## config.mk

```make
export PLATFORM = sky130hd
export DESIGN_NAME = ecc_scrub_ctrl
export DESIGN_NICKNAME = d
export VERILOG_FILES = /design/src/rtl/ecc_scrub_ctrl.sv
export SDC_FILE = /design/constraint.sdc
export NUM_CORES = 1
export LEC_CHECK = 0
export CORE_AREA = 4 4 179 181
export DETAILED_ROUTE_END_ITERATION = 8
export DIE_AREA = 0 0 183 185
export PLACE_DENSITY_LB_ADDON = 0.3
export SYNTH_ARGS = -nofsm -noshare
export SYNTH_HDL_FRONTEND = slang
export SYNTH_SLANG_ARGS = --single-unit
```

## constraint.sdc

```tcl
create_clock -name clk -period 2.35 [get_ports clk]
set_input_delay 0.47 -clock clk [delete_from_list [all_inputs] [get_ports clk]]
set_output_delay 0.47 -clock clk [all_outputs]
set_load 0.01 [all_outputs]
```

## src/rtl/ecc_scrub_ctrl.sv

```systemverilog
`default_nettype none
// ============================================================================
// Module   : ecc_scrub_ctrl
// Brief    : Periodic ECC memory scrubber. Reads one word per interval, runs it
//            through an external Hsiao decoder, writes back corrected words
//            and counts corrected / uncorrectable errors. Shares the memory
//            port with a host that is granted whenever the scrubber is idle.
//            Optional macro ECC_SCRUB_LOG_EN adds a sticky fatal-address log
//            (ports fatal_addr / fatal_vld).
// Revision : 1.0 - initial release
// ============================================================================
module ecc_scrub_ctrl #(
    parameter int ADDR_W   = 10,
    parameter int INTERVAL = 1024,
    parameter int CNT_W    = 16
) (
    input  logic              clk,
    input  logic              reset,
    input  logic              scrub_en,
    input  logic              host_req,
    output logic              host_gnt,
    output logic              mem_rd,
    output logic              mem_wr,
    output logic [ADDR_W-1:0] mem_addr,
    input  logic [71:0]       mem_rdata,
    output logic [71:0]       mem_wdata,
    output logic              dec_enable,
    output logic [71:0]       dec_code,
    input  logic [63:0]       dec_data,
    input  logic              dec_err_corr,
    input  logic              dec_err_detec,
    input  logic              dec_err_fatal,
    output logic [63:0]       enc_data,
    input  logic [71:0]       enc_code,
    output logic              busy,
    output logic              scrub_wrap,
    output logic [CNT_W-1:0]  corr_cnt,
    output logic [CNT_W-1:0]  fatal_cnt
`ifdef ECC_SCRUB_LOG_EN
   ,output logic [ADDR_W-1:0] fatal_addr,
    output logic              fatal_vld
`endif
);

    localparam int                 c_INT_W    = (INTERVAL > 1) ? $clog2(INTERVAL) : 1;
    localparam logic [c_INT_W-1:0] c_RELOAD   = c_INT_W'(INTERVAL - 1);
    localparam logic [4:0]         c_WAIT_MAX = 5'd16;

    localparam logic [2:0] c_IDLE = 3'd0;
    localparam logic [2:0] c_RD   = 3'd1;
    localparam logic [2:0] c_DEC1 = 3'd2;
    localparam logic [2:0] c_DEC2 = 3'd3;
    localparam logic [2:0] c_CHK  = 3'd4;
    localparam logic [2:0] c_WB   = 3'd5;

    logic [2:0]         r_state;
    logic [2:0]         w_next;
    logic [c_INT_W-1:0] r_int_cnt;
    logic               r_pend;
    logic [4:0]         r_wait;
    logic [ADDR_W-1:0]  r_addr;
    logic [71:0]        r_code;
    logic [CNT_W-1:0]   r_corr;
    logic [CNT_W-1:0]   r_fatal;
    logic               r_wrap;

    logic w_tick;
    logic w_scrub_wins;
    logic w_host_win;
    logic w_launch;
    logic w_corr_ev;
    logic w_fatal_ev;
    logic w_advance;

    assign w_tick       = scrub_en & (r_int_cnt == '0);
    // A scrub that has waited long enough beats the host, so scrubbing cannot starve.
    assign w_scrub_wins = r_pend & (r_wait >= c_WAIT_MAX);
    assign w_host_win   = host_req & ~w_scrub_wins;
    assign w_launch     = (r_state == c_IDLE) & r_pend & ~w_host_win;
    // A correctable report from the decoder also counts as a detection.
    assign w_corr_ev    = (r_state == c_CHK) & (dec_err_detec | dec_err_corr) & ~dec_err_fatal;
    assign w_fatal_ev   = (r_state == c_CHK) & dec_err_fatal;
    // Address moves on only when the word is finished (not on CHK -> WB).
    assign w_advance    = ((r_state == c_CHK) & ~w_corr_ev) | (r_state == c_WB);

    assign mem_addr   = r_addr;
    assign scrub_wrap = r_wrap;
    assign corr_cnt   = r_corr;
    assign fatal_cnt  = r_fatal;

    // State register
    always_ff @(posedge clk) begin
        if (reset) r_state <= c_IDLE;
        else       r_state <= w_next;
    end

    // Next-state decode and per-state memory / decoder strobes
    always_comb begin
        w_next     = r_state;
        host_gnt   = 1'b0;
        mem_rd     = 1'b0;
        mem_wr     = 1'b0;
        dec_enable = 1'b0;
        busy       = 1'b1;
        enc_data   = '0;
        mem_wdata  = '0;
        dec_code   = r_code;
        case (r_state)
            c_IDLE: begin
                busy     = 1'b0;
                host_gnt = w_host_win;
                if (w_launch) w_next = c_RD;
            end
            c_RD: begin
                mem_rd = 1'b1;
                w_next = c_DEC1;
            end
            c_DEC1: begin
                // Read data is only on the bus this cycle; present it directly.
                dec_enable = 1'b1;
                dec_code   = mem_rdata;
                w_next     = c_DEC2;
            end
            c_DEC2: begin
                dec_enable = 1'b1;
                w_next     = c_CHK;
            end
            c_CHK: begin
                w_next = w_corr_ev ? c_WB : c_IDLE;
            end
            c_WB: begin
                enc_data  = dec_data;
                mem_wdata = enc_code;
                mem_wr    = 1'b1;
                w_next    = c_IDLE;
            end
            default: begin
                w_next = c_IDLE;
            end
        endcase
        // Reset aborts immediately: no strobe may escape in the reset cycle.
        if (reset) begin
            host_gnt   = 1'b0;
            mem_rd     = 1'b0;
            mem_wr     = 1'b0;
            dec_enable = 1'b0;
        end
    end

    // Interval timer and pending-scrub flag with its starvation wait counter
    always_ff @(posedge clk) begin
        if (reset) begin
            r_int_cnt <= c_RELOAD;
            r_pend    <= 1'b0;
            r_wait    <= '0;
        end else begin
            if (scrub_en) begin
                if (r_int_cnt == '0) r_int_cnt <= c_RELOAD;
                else                 r_int_cnt <= r_int_cnt - c_INT_W'(1);
            end
            r_pend <= w_tick | (r_pend & ~w_launch);
            if (w_launch || !r_pend)     r_wait <= '0;
            else if (r_wait != c_WAIT_MAX) r_wait <= r_wait + 5'd1;
        end
    end

    // Scrub address, wrap pulse and captured codeword
    always_ff @(posedge clk) begin
        if (reset) begin
            r_addr <= '0;
            r_wrap <= 1'b0;
            r_code <= '0;
        end else begin
            r_wrap <= w_advance & (&r_addr);
            if (w_advance)          r_addr <= r_addr + ADDR_W'(1);
            if (r_state == c_DEC1)  r_code <= mem_rdata;
        end
    end

    // Saturating error counters
    always_ff @(posedge clk) begin
        if (reset) begin
            r_corr  <= '0;
            r_fatal <= '0;
        end else begin
            if (w_corr_ev && !(&r_corr))   r_corr  <= r_corr + CNT_W'(1);
            if (w_fatal_ev && !(&r_fatal)) r_fatal <= r_fatal + CNT_W'(1);
        end
    end

`ifdef ECC_SCRUB_LOG_EN
    logic [ADDR_W-1:0] r_fatal_addr;
    logic              r_fatal_vld;

    assign fatal_addr = r_fatal_addr;
    assign fatal_vld  = r_fatal_vld;

    // Last uncorrectable address, with a sticky valid flag
    always_ff @(posedge clk) begin
        if (reset) begin
            r_fatal_addr <= '0;
            r_fatal_vld  <= 1'b0;
        end else if (w_fatal_ev) begin
            r_fatal_addr <= r_addr;
            r_fatal_vld  <= 1'b1;
        end
    end
`endif

endmodule
`default_nettype wire

```

* Word level (Yosys, flattened, before mapping)
Index checks and enable logic that the tools add are counted.
** Word-level totals
- Register bits after elaboration :: 134
- Latch bits :: 0
- Bits in writable memories :: 0
- ROM bits :: 0
- Bits of input ports :: 215
- Output and inout bits :: 256
- Logic and storage cells :: 70
- Memories :: 0
** Cells by class
- Add/sub/neg operators :: 5
- $mul :: 0
- Divide/modulo/power cells :: 0
- Order comparisons :: 1
- Equality and inequality tests :: 7
- Shift-type cells :: 0
- Multiplexer cells :: 16
- Bitwise gates (word level) :: 19
- Reductions and logical operators :: 13
** Operator list (number)
- $mux W72 :: 2
- $mux W64 :: 1
- $add A16 B1 Y16 const B :: 2
- $reduce_and A16 Y1 :: 2
- $pmux W3 S5 :: 1
- $and A1 B1 Y1 :: 11
- $add A10 B1 Y10 const B :: 1
- $logic_not A10 Y1 :: 1
- $mux W10 :: 1
- $reduce_and A10 Y1 :: 1
- $sub A10 B1 Y10 const B :: 1
- $mux W1 :: 9
- $eq A3 B2 Y1 const B :: 2
- $eq A3 B3 Y1 const B :: 2
- $mux W3 :: 2
- $add A5 B1 Y5 const B :: 1
- $ge A5 B5 Y1 const B :: 1
- $ne A5 B5 Y1 const B :: 1
- $not A1 Y1 :: 5
- $reduce_or A2 Y1 :: 2
- $eq A3 B1 Y1 const B :: 1
- $logic_not A1 Y1 :: 3
- $logic_not A3 Y1 :: 1
- $or A1 B1 Y1 :: 3
- 3 further kinds :: 4

* Longest topological paths before layout
- Depth in word-level cells :: 9
- Mapped depth :: 6
- Depth with buffers taken out :: 6

* Least setup slack after synthesis
No wires, ideal clock.
- Path type :: reg2out
- Start point :: reg r_state[2]
- End point :: out enc_data[10]
- Arrival time :: 1.450 ns
- Data required time :: 1.880 ns
- Slack :: 0.430 ns
- Stages on the path, launching flop included :: 6
- Buffers on the path :: 3
- Path through :: dfxtp_1 -> clkbuf_1 -> and3b_1 -> clkbuf_1 -> clkbuf_1 -> and2_1
** On the way
- Longest elaborated chain between the ends :: 2
** Ends and longest elaborated chain
- start, declared :: RTL line 56 : logic [2:0] r_state;
- start signal, assigned :: RTL line 93 : if (reset) r_state <= c_IDLE;
- start signal, assigned :: RTL line 94 : else r_state <= w_next;
- $eq A3 B3 Y1 :: RTL line 108 : case (r_state)
- $mux W64 :: RTL line 108
- end, declared :: RTL line 33 : output logic [63:0] enc_data,
Every way passes these cells.

* Final worst setup path
- Start point :: reg r_state[2]
- End point :: out dec_code[61]
** On the way
- Longest elaborated chain between the ends :: 2
** Ends and longest elaborated chain
- $eq A3 B2 Y1 :: RTL line 108
- $mux W72
- end, declared :: RTL line 28 : output logic [71:0] dec_code,
Every way passes these cells.

==> results by group <==
Synth
  • Asr flop ratio synth: 0
  • Dominant synthesized flop cell: dfxtp_1
  • Yosys warns: 0
  • Number of synthesized flops with an enable pin: 0
  • Mapped Nets: 957
  • Netlist cell types: 51
  • Syn avg cell area: 9.16 um^2
  • Mapped Cells: 736
  • Register bit total from synthesis: 134
  • Mapped Area: 6740 um^2
  • Sequential area share after synthesis: 0.398

STA
  • Max-slew headroom: 0.555
  • Hold slack: 0.329 ns
  • RSZ-0062 raised after global routing: yes
  • Worst Skew: 0.00876 ns
  • Fin crit share: 1.04
  • Fin. Hold Viols: 0
  • Final Slew Violations: 0
  • Worst setup margin: -0.0895 ns
  • Max frequency: 0.410 GHz
  • Least-Margin Pin Slew: 0.659 ns
  • Setup Viol. Count Final: 46
  • Final min period: 2.44 ns

Setup path
  • Reg2reg setup slack: 0.36 ns
  • Worst EP required: 1.88 ns
  • Crit end category: primary output
  • Critical path fanouts, max: 6
  • CP Launch Type: flip-flop
  • Crit path kind: reg2out
  • WP data arrival: 1.97 ns
  • Reg-to-reg endpoint: corr_cnt[7]
  • Reg2Reg Launch Point: r_state[0]
  • Reg2reg path depth: 5

Power
  • PwrDens: 410 nW/um^2
  • Worst IR Drop VDD: 0.336 mV
  • Leakage: 0.00558 uW
  • Pwr Total: 5440 uW

Job
  • MaxCap Viol Count: 0

Clock network
  • CTS Buf Count: 17
  • CTS max path bufs: 2
  • Clock insertion delay at the later pin of the skew report: 0.42 ns
  • Clk sink count: 134
  • CTS Root Cell: clkbuf_16
  • CTS clk-pin slew, worst paths: 0.06 ns
  • H-Tree Depth: 4
  • TritonCTS clock tree: built

Drt
  • Vias per cell: 4.34
  • First drt pass iteration count: 4
  • Post-route ant nets: 0
  • Total number of vias: 7,237
  • Drt drc: 0
  • Iteration-0 DRC Markers: 286
  • WL final: 31.0 mm
  • Drt wl/cell: 18.5 um

Floorplan
  • FP Rows: 64
  • Initial core utilization: 0.221
  • Die Span X: 183 um
  • Die ar.: 33,900 um^2
  • Die height: 185 um
  • Core area: 30,400 um^2
  • Top Ports: 471

Final layout
  • Commonest non-fill, non-tap cell in the layout: clkdlybuf4s50_1
  • Commonest non-fill, non-tap cells in the layout: clkdlybuf4s50_1 (257), dfxtp_1 (131), and2_1 (121)
  • Nets: 1,482
  • Fin cells: 1,669
  • Share of layout cells above drive strength 1: 0.307
  • Ant. Diodes: 0
  • Syn-to-layout area delta: 97.0%
  • Final core area utilization: 0.436

Placed design
  • Placed Cells: 1,594
  • Input/output buffers: 470
  • GPL Wtd Cong: 0.814
  • DP HPWL: 23.4 mm
  • Dpl ws: -0.0649 ns

Global route
  • Largest net degree at the start of global routing: 123
  • Grt total ovfl: 0
  • Overall Global Routing Usage: 0.168
  • First-pass GRT wire length: 43.5 mm
  • Vias in the first global route: 7,277
  • Initial antenna violation count: 1

Outcome
  • Status: finished with violations
  • Failing checks: setup timing

Worst hold path
  • HP Class: in2reg
  • WHS Path Cells: 2
  • Worst Hold End: mem_addr[1]
  • Worst hold path startpoint: reset
==> logic make-up after synthesis <==
kind of cell             Yosys count  share of synthesized area
AO/OA/AOI/OAI                     78                     0.0706
multiplexers                      80                      0.133
buffers and inverters             49                     0.0286
AND/OR/NAND/NOR                  373                      0.338
XOR/XNOR                          16                     0.0208
flip-flops                       134                      0.398
adder cells (fa/ha/maj)            6                     0.0111
==> timing repair <==
action / in CTS / in global routing
hold buffers: 0 / 0
setup buffers: 26 / 13
setup endpoints to repair: 211 / 172
gates resized for setup: 713 / 249
pin swaps: 2 / 1
gates cloned: 8 / 2
==> area by class of cell <==
cell class | instances | area, um^2
Timing Repair Buffer | 547 | 5310
Tap cell | 396 | 495
Multi-Input combinational cell | 553 | 4160
Sequential cell | 134 | 2690
Clock buffer | 19 | 443
Clock inverter | 12 | 155
Fill cell | 3014 | 17200
Inverter | 8 | 30.0
==> power by group <==
part,internal [uW],switching [uW]
registers,2270,2.62
clock network,1690,1030
logic,331,112
==> cells in the mapped netlist (all sizes together) (3+ instances only) <==
| master | n | area (um^2) |
|---|---|---|
| nor2 | 23 | 86.3 |
| and4 | 6 | 52.6 |
| a211oi | 3 | 22.5 |
| nand4 | 9 | 56.3 |
| nand2 | 23 | 86.3 |
| and2 | 136 | 851 |
| ha | 6 | 75.1 |
| mux2i | 3 | 30.0 |
| mux2 | 77 | 867 |
| xor2 | 9 | 78.8 |
| a31oi | 5 | 31.3 |
| nor2b | 81 | 507 |
| nand3b | 3 | 22.5 |
| a21oi | 28 | 140 |
| or3b | 3 | 26.3 |
| or4 | 10 | 75.1 |
| nor3b | 3 | 27.5 |
| buf | 8 | 38.8 |
| xnor2 | 7 | 61.3 |
| a311oi | 4 | 35.0 |
| o31ai | 7 | 52.6 |
| nand3 | 14 | 70.1 |
| o21ai | 19 | 95.1 |
| nand2b | 4 | 25.0 |
| and3 | 12 | 75.1 |
| dfxtp | 134 | 2680 |
| nor4 | 6 | 43.8 |
| inv | 8 | 30.0 |
| o211ai | 5 | 37.5 |
| nor3 | 14 | 70.1 |
| clkbuf | 33 | 124 |
| or3 | 14 | 87.6 |
==> layer usage <==
layer | wire [um] | vias to the layer above | GRT usage
met2 | 16700 | 243 | 0.313
li1 | - | 3593 | -
met5 | 12 | - | 0
met3 | 2110 | 32 | 0.0546
met1 | 11600 | 3367 | 0.181
met4 | 580 | 2 | 0.0495
==> flip-flops by register name, summed over array words and instances, names as in the netlist <==
| register | cells |
|---|---|
| r_pend | 1 |
| fatal_cnt | 16 |
| corr_cnt | 16 |
| r_code | 72 |
| r_int_cnt | 10 |
| r_wait | 5 |
| mem_addr | 10 |
| scrub_wrap | 1 |
| r_state | 3 |
==> worst max-delay path by stage <==
stage	from	end	slack, ns
floorplan	r_state[2]	enc_data[10]	0.43
finish	r_state[2]	dec_code[61]	-0.09
global placement	r_state[2]	dec_code[42]	-0.02
CTS	r_state[0]	dec_code[12]	-0.20
global route	r_state[2]	dec_code[61]	-0.19
detailed placement	dec_err_fatal	fatal_cnt[10]	-0.06
==> metrics by stage <==
stage	TNS (ns)	instance area [um^2]
after detailed placement	-0.237	12200
final	-2.06	13300
after global placement	-0.0626	12200
after CTS	-8.47	13100
after global routing	-8.32	13300
after floorplan	0	6740
==> critical path: stages, from the launching register on <==
cell     delay (ns)
dfxtp_4        0.35
nor3b_4        0.19
buf_6          0.15
buf_12         0.16
buf_12         0.14
buf_4          0.13
mux2_4         0.31
buf_6          0.12
(Power assumes the default switching activity.)
